$ cat config.mk
export PLATFORM = sky130hd
export DESIGN_NAME = gps_iq_capture
export DESIGN_NICKNAME = d
export VERILOG_FILES = /design/src/rtl/gps_iq_capture.sv
export SDC_FILE = /design/constraint.sdc
export NUM_CORES = 1
export LEC_CHECK = 0
export BUFFER_PORTS_ARGS = -buffer_cell sky130_fd_sc_hd__buf_2
export CAP_MARGIN = 20
export CORE_MARGIN = 3
export CORE_UTILIZATION = 40
export CTS_CLUSTER_DIAMETER = 60
export DETAILED_ROUTE_END_ITERATION = 6
export PLACE_DENSITY_LB_ADDON = 0.1
export SYNTH_ARGS = -nofsm -noshare
export SYNTH_HDL_FRONTEND = slang
export SYNTH_SLANG_ARGS = --single-unit
$ cat constraint.sdc
create_clock -name clk -period 8.8 [get_ports clk]
set_input_delay 1.76 -clock clk [delete_from_list [all_inputs] [get_ports clk]]
set_output_delay 1.76 -clock clk [all_outputs]
set_load 0.005 [all_outputs]
$ cat src/rtl/gps_iq_capture.sv
// Epoch-triggered IQ snapshot collector: clocks six 16-bit correlator sums out of the
// demodulator, stamps each snapshot with an epoch count and queues it in a 2-entry FIFO.
module gps_iq_capture (
  input  logic        clk,
  input  logic        rst,
  input  logic        en,
  input  logic        epoch,
  input  logic        sin,
  output logic        shift,
  input  logic [2:0]  rd_sel,
  output logic [15:0] rd_data,
  input  logic        ack,
  input  logic        clr,
  output logic        valid,
  output logic        ovf,
  output logic        coll
);

  typedef enum logic [1:0] {
    ST_IDLE  = 2'd0,
    ST_LOAD  = 2'd1,
    ST_SHIFT = 2'd2
  } state_t;

  state_t       state_reg, state_next;
  logic [6:0]   bc_reg, bc_next;
  logic [94:0]  sr_reg;
  logic [15:0]  ep_cnt_reg;
  logic [15:0]  stamp_reg;
  logic         push;
  logic         coll_set;
  logic         ep_hit;
  logic [95:0]  iq_word;

  assign ep_hit  = epoch & en;
  // The last serial bit is taken straight from sin so the word is complete in the push cycle.
  assign iq_word = {sr_reg, sin};

  always_ff @(posedge clk) begin
    if (rst) begin
      state_reg <= ST_IDLE;
      bc_reg    <= 7'd0;
    end else begin
      state_reg <= state_next;
      bc_reg    <= bc_next;
    end
  end

  always_comb begin
    state_next = state_reg;
    bc_next    = bc_reg;
    push       = 1'b0;
    coll_set   = 1'b0;
    case (state_reg)
      ST_IDLE: begin
        if (ep_hit) state_next = ST_LOAD;
      end
      ST_LOAD: begin
        if (!en) begin
          state_next = ST_IDLE;
        end else if (epoch) begin
          coll_set   = 1'b1;
          state_next = ST_LOAD;
        end else begin
          state_next = ST_SHIFT;
          bc_next    = 7'd0;
        end
      end
      ST_SHIFT: begin
        // A collision on the final bit still discards the word; the restart wins.
        if (!en) begin
          state_next = ST_IDLE;
        end else if (epoch) begin
          coll_set   = 1'b1;
          state_next = ST_LOAD;
        end else begin
          bc_next = bc_reg + 7'd1;
          if (bc_reg == 7'd95) begin
            push       = 1'b1;
            state_next = ST_IDLE;
          end
        end
      end
      default: state_next = ST_IDLE;
    endcase
  end

  assign shift = (state_reg == ST_SHIFT);

  always_ff @(posedge clk) begin
    if (rst) begin
      sr_reg <= '0;
    end else if (state_reg == ST_SHIFT) begin
      sr_reg <= {sr_reg[93:0], sin};
    end
  end

  // Every accepted epoch (re)starts a capture, so the stamp is refreshed on each one.
  always_ff @(posedge clk) begin
    if (rst) begin
      ep_cnt_reg <= 16'd0;
      stamp_reg  <= 16'd0;
    end else if (ep_hit) begin
      ep_cnt_reg <= ep_cnt_reg + 16'd1;
      stamp_reg  <= ep_cnt_reg + 16'd1;
    end
  end

  logic [111:0] entry_reg [2];
  logic         rd_ptr_reg;
  logic [1:0]   count_reg;
  logic         pop;
  logic         accept;
  logic         wr_idx;
  logic         ovf_set;
  logic [111:0] head;

  assign pop     = ack && (count_reg != 2'd0);
  assign accept  = push && ((count_reg != 2'd2) || ack);
  assign ovf_set = push && (count_reg == 2'd2) && !ack;
  // When full with a pop, rd_ptr + 2 wraps onto the slot being vacated.
  assign wr_idx  = rd_ptr_reg ^ count_reg[0];

  always_ff @(posedge clk) begin
    if (accept) entry_reg[wr_idx] <= {iq_word, stamp_reg};
  end

  always_ff @(posedge clk) begin
    if (rst) begin
      rd_ptr_reg <= 1'b0;
      count_reg  <= 2'd0;
    end else begin
      rd_ptr_reg <= rd_ptr_reg ^ pop;
      count_reg  <= count_reg + {1'b0, accept} - {1'b0, pop};
    end
  end

  always_ff @(posedge clk) begin
    if (rst) begin
      ovf  <= 1'b0;
      coll <= 1'b0;
    end else begin
      if (ovf_set)      ovf <= 1'b1;
      else if (clr)     ovf <= 1'b0;
      if (coll_set)     coll <= 1'b1;
      else if (clr)     coll <= 1'b0;
    end
  end

  assign valid = (count_reg != 2'd0);
  assign head  = entry_reg[rd_ptr_reg];

  logic [15:0] field [8];

  generate
    for (genvar gi = 0; gi < 7; gi++) begin : g_field
      assign field[gi] = head[111 - 16*gi -: 16];
    end
  endgenerate

  assign field[7] = {12'd0, ovf, coll, count_reg};

  always_comb begin
    rd_data = 16'd0;
    if (rd_sel == 3'd7 || count_reg != 2'd0) rd_data = field[rd_sel];
  end

endmodule

---- Word-level counts from Yosys, hierarchy flattened ----
Memories as Yosys holds them, arrays and structs flattened. A register that Yosys moved wholly into a read port is not among the register bits.
Index checks and enable logic that the tools add are counted.
cells by class
  bitwise gates (word level) .............. 4
  equal/unequal tests ..................... 12
  magnitude comparators ................... 1
  $add $sub $neg .......................... 4
  muxes and demuxes ....................... 29
  reduce and logical (&&, ||, !) cells .... 15
operator list
  kind                                                    count
  binary-select mux 16 bit (select 3 bit)                 1
  2-to-1 mux 16 bit                                       3
  2-to-1 mux 7 bit                                        4
  adder 16 x 1 -> 16 bit (second input constant)          1
  one-hot mux 7 bit (2 select lines)                      1
  2-to-1 mux 1 bit                                        13
  2-to-1 mux 2 bit                                        6
  inequality test 2 bit (second input constant)           6
  nonzero test 2 bit                                      4
  adder 7 x 1 -> 7 bit (second input constant)            1
  equality test 7 bit (second input constant)             1
  one-hot mux 2 bit (3 select lines)                      1
  AND reduction 5 bit                                     1
  equality test 2 bit (second input constant)             2
  >= comparator 4 bit (second input constant)             1
  logical AND 1 bit                                       4
  inequality test 4 x 3 -> 1 bit (second input constant)  1
  inverter 3 -> 4 bit                                     1
  equality test 3 bit (second input constant)             1
  adder 2 x 1 -> 2 bit                                    1
  equality test 2 x 1 -> 1 bit (second input constant)    1
  logical NOT 2 bit                                       1
  logical OR 1 bit                                        2
  AND reduction 2 bit                                     1
  5 further kinds                                         6
storage, ports and cells
  output and inout port bits .............. 20
  flip-flop bits (word level) ............. 125
  logic and storage cells ................. 74
  RAM bits ................................ 224
  bits of input ports ..................... 10
  memories kept ........................... 1
memory list
  memory     depth  width  read ports  clocked after memory_dff  write ports  RTL line  RTL
  entry_reg  2      112    1           1                         1            109       logic [111:0] entry_reg [2];

---- Depth between registers and ports, before layout ----
Gate-level depths: netlist of the first run.
  depth after elaboration ................. 8
  gate-level depth with buffers ........... 12
  depth with buffers taken out ............ 11

---- Worst setup path after synthesis of the first run ----
OpenSTA, ideal clock, no wires.
  path type ............................... input-to-reg
  start point ............................. input port epoch
  end point ............................... memory entry_reg[0][0] (enable)
  arrival ................................. 7.061 ns
  setup time .............................. 0.584 ns
  path slack .............................. 1.155 ns
  stages on the path ...................... 4
  data required time ...................... 8.216 ns
  buffers on the path ..................... 0
  cell sequence ........................... and3b_1 -> nor3b_1 -> nand2_1 -> nor2_1
between the ends
  word-level cells in the longest chain between the ends .. 6
ends and longest elaborated chain
  item                                    RTL line  RTL
  from (decl)                             7         input logic epoch,
  2-to-1 mux 1 bit                        73        end else if (epoch) begin
  2-to-1 mux 1 bit                        71        if (!en) begin
  2-to-1 mux 1 bit                        54        case (state_reg)
  logical AND 1 bit                       119       assign accept = push && ((count_reg != 2'd2) || ack);
  2-to-1 mux 1 bit                        125       if (accept) entry_reg[wr_idx] <= {iq_word, stamp_reg};
  2-to-1 mux 1 bit (implied by the code)  125
  to (decl)                               109
No other way between the ends.

---- Worst setup path after layout of the first run ----
  start point ............................. input port rd_sel[1]
  end point ............................... output port rd_data[14]
between the ends
  word-level cells in the longest chain between the ends .. 5
  elaborated cells between the ends (all ways) .. 7
  classes of those cells .................. eq/ne (1); mux (4); bitwise (1); reduce/logical (1)
ends and longest elaborated chain
  item                                                  RTL line  RTL
  from (decl)                                           10        input logic [2:0] rd_sel,
  inverter 3 -> 4 bit (implied by the code)             165       if (rd_sel == 3'd7 || count_reg != 2'd0) rd_data = field[rd_sel];
  binary-select mux 16 bit (select 3 bit)               165
  2-to-1 mux 16 bit (implied by the code) (2 in a row)  165
  2-to-1 mux 16 bit *                                   165
  to (decl)                                             11        output logic [15:0] rd_data,
Every way passes the cells marked *; elsewhere a longest branch is shown, timed or not. The select of a mux whose other input is x is not followed.

==> impl_metrics.py, run 1 <==
metrics = {
    "power_and_ir_drop": {
        "vdd_drop_max_mv": 0.180,
        "power.leakage_nw": 5.09,
        "total_power_mw": 3.34,
        "powerDensity_nw_per_um2": 219,
    },
    "setup_path": {
        "timing.critical_path.slowest_cell_delay_ps": 670,
        "crit_top_cell": "buf_2",
        "crit_type": "primary input to primary output",
        "r2r_start": "state_reg[0]$_SDFFE_PP0P_",
        "cp.required_ps": 7040,
        "cp-end-kind": "primary output",
        "crit_fanout": 30,
        "slowest_stage": "nor3_1",
        "crit_chain": "buf_2 > buf_4 > a31oi_2 > nor3_1 > buf_2",
        "reg2reg_slack_ps": 5430,
        "arrival_ps": 4260,
        "startpoint_type": "primary input",
        "r2r-end": "entry_reg[1][74]$_DFFE_PP_",
        "r2r_cells": 6,
    },
    "sta": {
        "timing.final.ws_setup_ps": 2780,
        "slew_viol_final": 0,
        "period_needed_ps": 6020,
        "final-setup-viol-count": 0,
        "clock_skew_ps": 6.45,
        "relSlewSlack": 0.320,
        "tightest_slew_ps": 1020,
        "totalNegativeSetupSlack_ps": 0,
        "fin_hold_ws_ps": 469,
        "clock.fmax_mhz": 166,
        "hold_viol_final": 0,
        "finalCritPeriodShare": 0.684,
        "rsz0062_at_grt": "false",
    },
    "synthesis": {
        "async_reset_ff_frac": 0,
        "synth_nets": 937,
        "postSynthAreaPerCell_um2": 14.6,
        "yosysTopAreaCellShare": 0.501,
        "synth_seq_cells": 349,
        "synth_edf_count": 224,
        "netlist_area_um2": 13400,
        "synthTopCellsByArea": "edfxtp_1 50%, dfxtp_1 19%, mux2i_1 9.6%",
        "yosys.area.top_type": "edfxtp_1",
        "ys_types": 49,
        "ys_warn_count": 0,
        "syn_inst": 919,
        "yosysSeqAreaShare": 0.687,
        "synth-main-ff-cell": "edfxtp_1",
    },
    "placed_design": {
        "dp_slack_ps": 2830,
        "globalplace.congestion": 0.741,
        "place_inst": 1345,
        "placed_cell_area_um2": 14000,
        "port_buffers": 29,
        "dp_hpwl_um": 16700,
    },
    "clocking": {
        "hold_buffers": 0,
        "ctsHtreeMaxLevel": 2,
        "clock-sinks": 349,
        "clk_path_buf_depth": 3,
        "cts_made_buffers": 39,
        "cts_tree": "done",
        "cts_resized": 0,
        "path_clk_slew_ps": 50,
        "cts-root-buf": "clkbuf_16",
        "postCtsSetupRepairBufs": 0,
        "clk_latency_ps": 510,
    },
    "global_routing": {
        "grt_pass1_vias": 7348,
        "grt_overflow": 0,
        "grt_usage": 0.159,
        "antenna_found_initial": 1,
        "grt_max_degree": 78,
        "grt_pass1_wl_um": 44500,
    },
    "drt": {
        "vias": 7277,
        "first_iter_violations": 434,
        "ant_nets": 0,
        "wl_um": 28100,
        "via_per_inst": 5.15,
        "wl_per_cell_um": 19.9,
        "drc_errors": 0,
        "drt_pre_antenna_iters": 4,
    },
    "min_path": {
        "worstHoldPathType": "flop to flop",
        "hp-start": "sr_reg[94]$_SDFFE_PP0P_",
        "holdPathEnd": "entry_reg[0][111]$_DFFE_PP_",
        "hold_depth": 0,
    },
    "final_layout": {
        "layout_commonest_cell": "edfxtp_1",
        "instances_no_fill": 1414,
        "largest_register_ffs": 224,
        "layout-drive-gt1-share": 0.140,
        "area_delta_synth_final_pct": 13.3,
        "utilization": 0.464,
        "final_nets": 962,
        "final_cell_area_um2": 15200,
        "final_cell_mix": "224 x edfxtp_1, 129 x nor2_1, 129 x mux2i_1",
        "num_antenna_cells": 0,
    },
    "floorplan": {
        "die_w_um": 189,
        "core_area_um2": 32800,
        "io_pins": 30,
        "die_y_um": 189,
        "start_util": 0.410,
        "die-area_um2": 35800,
        "rows": 66,
    },
    "run": {
        "maxCapViolations": 0,
    },
    "outcome": {
        "status": "completed",
    },
}
## where the power goes
part	total (mW)	switching, mW	leakage (nW)	internal (mW)
clock	1.53	0.608	0.592	0.926
combinational	0.0788	0.0524	1.38	0.0264
sequential	1.72	0.00150	3.12	1.72
total	3.34	0.662	5.09	2.68
## worst max path at each step
stage | cells after the start | to | slack [ps] | start
final | 5 | rd_data[14] | 2780 | rd_sel[1]
after global routing | 5 | rd_data[14] | 2710 | rd_sel[1]
after CTS | 5 | rd_data[5] | 2830 | rd_sel[1]
after detailed placement | 5 | rd_data[5] | 2830 | rd_sel[1]
after global placement | 5 | rd_data[14] | 2870 | rd_sel[1]
after floorplan | 4 | entry_reg[0][0]$_DFFE_PP_ | 1160 | epoch
## metal layers
layer  share of wire  wire length (µm)  track usage  vias to the layer above
met2            0.45             12700        0.249                      118
li1                -                 -            -                     3492
met5               0                 0            0                        -
met3           0.034               941       0.0237                       38
met1            0.50             13900        0.236                     3629
met4           0.016               457       0.0372                        0
## layout make-up
cell class	count	area, µm²
Inverter	12	45.0
Timing Repair Buffer	39	225
Multi-Input combinational cell	503	3950
Fill cell	2930	17600
Clock buffer	62	1150
Clock inverter	7	61.3
Sequential cell	349	9230
Tap cell	442	553
## cell usage after synthesis (3+ instances only)
cell type,instances
nor2b_1,10
nor2_1,130
o22ai_1,19
nand2_1,19
nor3_1,20
dfxtp_1,125
a211oi_1,10
o21ai_0,11
buf_2,20
edfxtp_1,224
a21oi_1,12
nor4_1,8
inv_1,12
nand2b_1,4
a21o_1,5
mux4_2,32
o2bb2ai_1,5
ha_1,8
buf_4,3
or2_2,5
xor2_1,4
nand3_1,13
clkbuf_1,31
xnor2_1,16
o221ai_1,5
a32o_1,4
nand3b_1,7
mux2i_1,129
nand4_1,3
## kinds of logic (layout without fill, tap and decap cells)
kind of cell             Yosys count  in the layout  share of synthesized area
flip-flops                       349            349                      0.687
AND/OR/NAND/NOR                  231            231                     0.0786
multiplexers                     163            163                      0.151
AO/OA/AOI/OAI                     81             81                     0.0414
buffers and inverters             67            120                     0.0214
XOR/XNOR                          20             20                     0.0130
adder cells (fa/ha/maj)            8              8                    0.00745
## worst max-delay path: cells and delay by family
family / cells / cell delay (ps)
AO/OA/AOI/OAI: 1 / 470
AND/OR/NAND/NOR: 1 / 670
buffers and inverters: 3 / 1330
Note: power is estimated with default switching activity, not from simulation.
==> inputs of run 2 (changes only) <==
==> constraint.sdc (replaced) <==
create_clock -name clk -period 5.6 [get_ports clk]
set_input_delay 1.12 -clock clk [delete_from_list [all_inputs] [get_ports clk]]
set_output_delay 1.12 -clock clk [all_outputs]
set_load 0.005 [all_outputs]
==> impl_metrics.py, run 2 (synthesized netlist as in run 1, its figures left out) <==
metrics = {
    "outcome": {
        "status": "completed",
    },
    "sta": {
        "rsz0062_at_grt": "false",
        "hold_viol_final": 0,
        "finalCritPeriodShare": 0.776,
        "slew_viol_final": 0,
        "relSlewSlack": 0.280,
        "period_needed_ps": 4350,
        "clock_skew_ps": 15.8,
        "timing.final.ws_setup_ps": 1250,
        "tightest_slew_ps": 1080,
        "totalNegativeSetupSlack_ps": 0,
        "final-setup-viol-count": 0,
        "clock.fmax_mhz": 230,
    },
    "drt": {
        "vias": 7311,
        "first_iter_violations": 428,
        "drt_pre_antenna_iters": 5,
        "via_per_inst": 5.16,
        "wl_per_cell_um": 19.9,
        "drc_errors": 0,
        "wl_um": 28200,
        "ant_nets": 0,
    },
    "final_layout": {
        "final_cell_mix": "224 x edfxtp_1, 129 x nor2_1, 129 x mux2i_1",
        "num_antenna_cells": 0,
        "largest_register_ffs": 224,
        "layout-drive-gt1-share": 0.147,
        "final_nets": 965,
        "area_delta_synth_final_pct": 13.9,
        "utilization": 0.467,
        "fillers": 2937,
        "layout_commonest_cell": "edfxtp_1",
    },
    "clocking": {
        "clock-sinks": 349,
        "hold_buffers": 0,
        "cts_resized": 0,
        "postCtsSetupRepairBufs": 0,
        "path_clk_slew_ps": 50,
        "clk_latency_ps": 520,
        "ctsHtreeMaxLevel": 2,
        "cts_tree": "done",
        "cts_made_buffers": 39,
        "cts-root-buf": "clkbuf_16",
        "clk_path_buf_depth": 3,
    },
    "min_path": {
        "hp-start": "sr_reg[94]$_SDFFE_PP0P_",
        "worstHoldPathType": "flop to flop",
        "hold_depth": 0,
        "holdPathEnd": "entry_reg[0][111]$_DFFE_PP_",
    },
    "power_and_ir_drop": {
        "vdd_drop_max_mv": 0.200,
        "powerDensity_nw_per_um2": 346,
        "power.leakage_nw": 5.12,
    },
    "floorplan": {
        "core_area_um2": 32800,
        "die_y_um": 189,
        "die-area_um2": 35800,
        "start_util": 0.410,
        "io_pins": 30,
        "rows": 66,
        "die_w_um": 189,
    },
    "setup_path": {
        "reg2reg_slack_ps": 2710,
        "worstSetupPathDepth": 8,
        "crit_fanout": 28,
        "crit_type": "primary input to primary output",
        "worst-path-buf-inv": 4,
        "slowest_stage": "buf_2",
        "cp_top_family": "buffers and inverters",
        "r2r_start": "state_reg[0]$_SDFFE_PP0P_",
        "arrival_ps": 3230,
        "timing.critical_path.slowest_cell_delay_ps": 520,
        "cp.required_ps": 4480,
        "crit_chain": "buf_2 > buf_4 > buf_4 > mux4_2 > nor2b_1 > a211oi_1 > a211oi_1 > buf_2",
        "startpoint_type": "primary input",
        "r2r-end": "entry_reg[1][97]$_DFFE_PP_",
        "r2r_cells": 6,
        "cp-end-kind": "primary output",
    },
    "global_routing": {
        "grt_pass1_wl_um": 44700,
        "antenna_found_initial": 1,
        "grt_overflow": 0,
        "grt_usage": 0.160,
        "grt_pass1_vias": 7456,
        "grt_max_degree": 113,
    },
    "placed_design": {
        "dp_hpwl_um": 17200,
        "globalplace.congestion": 0.748,
        "dp_slack_ps": 1190,
        "port_buffers": 29,
    },
    "run": {
        "maxCapViolations": 0,
    },
}
## run 2: changes by cell type in the layout (fill, tap and decap cells not counted), sizes merged
cell and change:
clkbuf -5, inv +1, buf +3, clkinvlp +1, bufinv +1, clkinv +3
## run 2: metrics by stage
stage	instances	instance area [µm²]	power [mW]	hold WS, ps
floorplan	919	13400	2.85	425
finish	1418	15300	5.29	455
CTS	1417	15300	5.37	462
detailed placement	1347	14000	2.89	448
global placement	1347	14000	2.89	437
global route	1418	15300	5.48	473
## run 2: layout make-up
cell class	count	area, µm²	area share
clock buffers	57	1130	0.0735
clock inverters	13	124	0.00809
inverters	12	45.0	0.00294
multi-input cells	503	3950	0.258
flip-flops and latches	349	9230	0.603
well taps	442	553	0.0361
repair buffers	42	277	0.0181
## run 2: worst max-delay path by stage
| stage | end | slack [ps] | start |
|---|---|---|---|
| 6_report | rd_data[10] | 1250 | rd_sel[1] |
| 5_1_grt | rd_data[4] | 1100 | rd_sel[1] |
| 3_5_place_dp | rd_data[10] | 1190 | rd_sel[1] |
| 3_3_place_gp | rd_data[10] | 1180 | rd_sel[1] |
| 2_1_floorplan | entry_reg[0][0]$_DFFE_PP_ | 470 | epoch |
| 4_1_cts | rd_data[10] | 1190 | rd_sel[1] |
## run 2: power by group
part	leakage (nW)	internal, mW	switching (mW)
clock	0.609	1.49	0.966
sequential	3.12	2.71	0.00226
combinational	1.40	0.0428	0.0826
total	5.12	4.24	1.05
## run 2: per-layer routing
layer / up-vias / part of all wire / wire length (µm) / GRT usage
li1: 3502 / - / - / -
met1: 3636 / 0.47 / 13400 / 0.228
met2: 127 / 0.47 / 13100 / 0.257
met3: 44 / 0.040 / 1120 / 0.0289
met4: 2 / 0.020 / 553 / 0.0398
met5: - / 0.00039 / 11 / 0
==> inputs of run 3 (changes only) <==
==> constraint.sdc (replaced) <==
create_clock -name clk -period 4.21 [get_ports clk]
set_input_delay 0.842 -clock clk [delete_from_list [all_inputs] [get_ports clk]]
set_output_delay 0.842 -clock clk [all_outputs]
set_load 0.005 [all_outputs]
==> impl_metrics.py, run 3 (synthesized netlist as in run 1, its figures left out) <==
metrics = {
    "outcome": {
        "status": "completed",
    },
    "sta": {
        "period_needed_ps": 3480,
        "relSlewSlack": 0.302,
        "clock.fmax_mhz": 288,
        "hold_viol_final": 0,
        "final-setup-viol-count": 0,
        "clock_skew_ps": 13.0,
        "finalCritPeriodShare": 0.826,
        "timing.final.ws_setup_ps": 732,
        "slew_viol_final": 0,
        "rsz0062_at_grt": "false",
        "tightest_slew_ps": 1050,
        "totalNegativeSetupSlack_ps": 0,
    },
    "setup_path": {
        "cp-end-kind": "primary output",
        "startpoint_type": "flop",
        "cp_top_family": "flip-flops",
        "timing.critical_path.slowest_cell_delay_ps": 700,
        "slowest_stage": "dfxtp_4",
        "crit_chain": "buf_12 > nand2b_1 > o211ai_1 > a21oi_1 > nor3_1 > buf_2",
        "cp.required_ps": 3370,
        "worst-path-buf-inv": 2,
        "crit_type": "flop to primary output",
        "arrival_ps": 2640,
        "crit_fanout": 29,
    },
    "floorplan": {
        "io_pins": 30,
        "rows": 66,
        "start_util": 0.410,
        "die_y_um": 189,
        "die-area_um2": 35800,
        "core_area_um2": 32800,
        "die_w_um": 189,
    },
    "drt": {
        "drc_errors": 0,
        "drt_pre_antenna_iters": 4,
        "ant_nets": 0,
        "vias": 7303,
        "first_iter_violations": 417,
        "via_per_inst": 5.13,
        "wl_um": 27400,
        "wl_per_cell_um": 19.3,
    },
    "clocking": {
        "path_clk_slew_ps": 50,
        "clock-sinks": 349,
        "clk_path_buf_depth": 3,
        "clk_latency_ps": 510,
        "cts_resized": 0,
        "cts-root-buf": "clkbuf_16",
        "ctsHtreeMaxLevel": 2,
        "cts_tree": "done",
        "postCtsSetupRepairBufs": 0,
        "hold_buffers": 0,
        "cts_made_buffers": 39,
    },
    "power_and_ir_drop": {
        "powerDensity_nw_per_um2": 448,
        "total_power_mw": 6.90,
        "power.leakage_nw": 5.14,
        "vdd_drop_max_mv": 0.306,
    },
    "global_routing": {
        "grt_overflow": 0,
        "grt_pass1_wl_um": 43200,
        "grt_usage": 0.155,
        "grt_pass1_vias": 7410,
        "grt_max_degree": 113,
        "antenna_found_initial": 0,
    },
    "min_path": {
        "worstHoldPathType": "flop to flop",
    },
    "final_layout": {
        "final_cell_mix": "224 x edfxtp_1, 129 x nor2_1, 129 x mux2i_1",
        "area_delta_synth_final_pct": 14.5,
        "num_antenna_cells": 0,
        "largest_register_ffs": 224,
        "layout-drive-gt1-share": 0.143,
        "layout_commonest_cell": "edfxtp_1",
        "final_nets": 970,
    },
    "placed_design": {
        "globalplace.congestion": 0.727,
        "dp_slack_ps": 877,
        "port_buffers": 29,
        "dp_hpwl_um": 16600,
    },
    "run": {
        "maxCapViolations": 0,
    },
}
run 3: path summary, 6_finish.rpt:
check,cells past startpoint,from,slack [ps],end
worst max-delay path,6,rd_ptr_reg$_SDFF_PP0_,730,rd_data[14]
worst min-delay path,0,sr_reg[94]$_SDFFE_PP0P_,470,entry_reg[0][111]$_DFFE_PP_
worst max register to register,7,state_reg[0]$_SDFFE_PP0P_,1600,entry_reg[0][51]$_DFFE_PP_
worst min register to register,0,sr_reg[94]$_SDFFE_PP0P_,470,entry_reg[0][111]$_DFFE_PP_
run 3: layout make-up:
cell class / count / area, µm²
clock buffer: 55 / 1060
clock inverter: 15 / 119
fill: 2898 / 17400
inverter: 12 / 45.0
multi-input combinational: 503 / 3950
sequential: 349 / 9230
tap: 442 / 553
timing repair buffer: 47 / 423
run 3: metrics by stage:
stage | cell area, µm² | cells | hold slack [ps] | util
floorplan | 13400 | 919 | 425 | -
global placement | 14200 | 1353 | 450 | 0.433
detailed placement | 14200 | 1353 | 459 | 0.433
CTS | 15400 | 1423 | 472 | 0.469
global route | 15400 | 1423 | 492 | 0.469
finish | 15400 | 1423 | 466 | 0.469
run 3: power by group:
| group | total (mW) | leakage, nW | switching, mW | internal (mW) |
|---|---|---|---|---|
| Clock | 3.12 | 0.572 | 1.26 | 1.86 |
| Sequential | 3.60 | 3.12 | 0.00303 | 3.60 |
| Combinational | 0.170 | 1.45 | 0.110 | 0.0598 |
run 3: routing by layer:
metal,track usage,wire length [µm],vias up
met5,0,0,-
met3,0.0270,885,31
li1,-,-,3516
met4,0.0372,374,0
met2,0.250,12800,89
met1,0.220,13400,3667
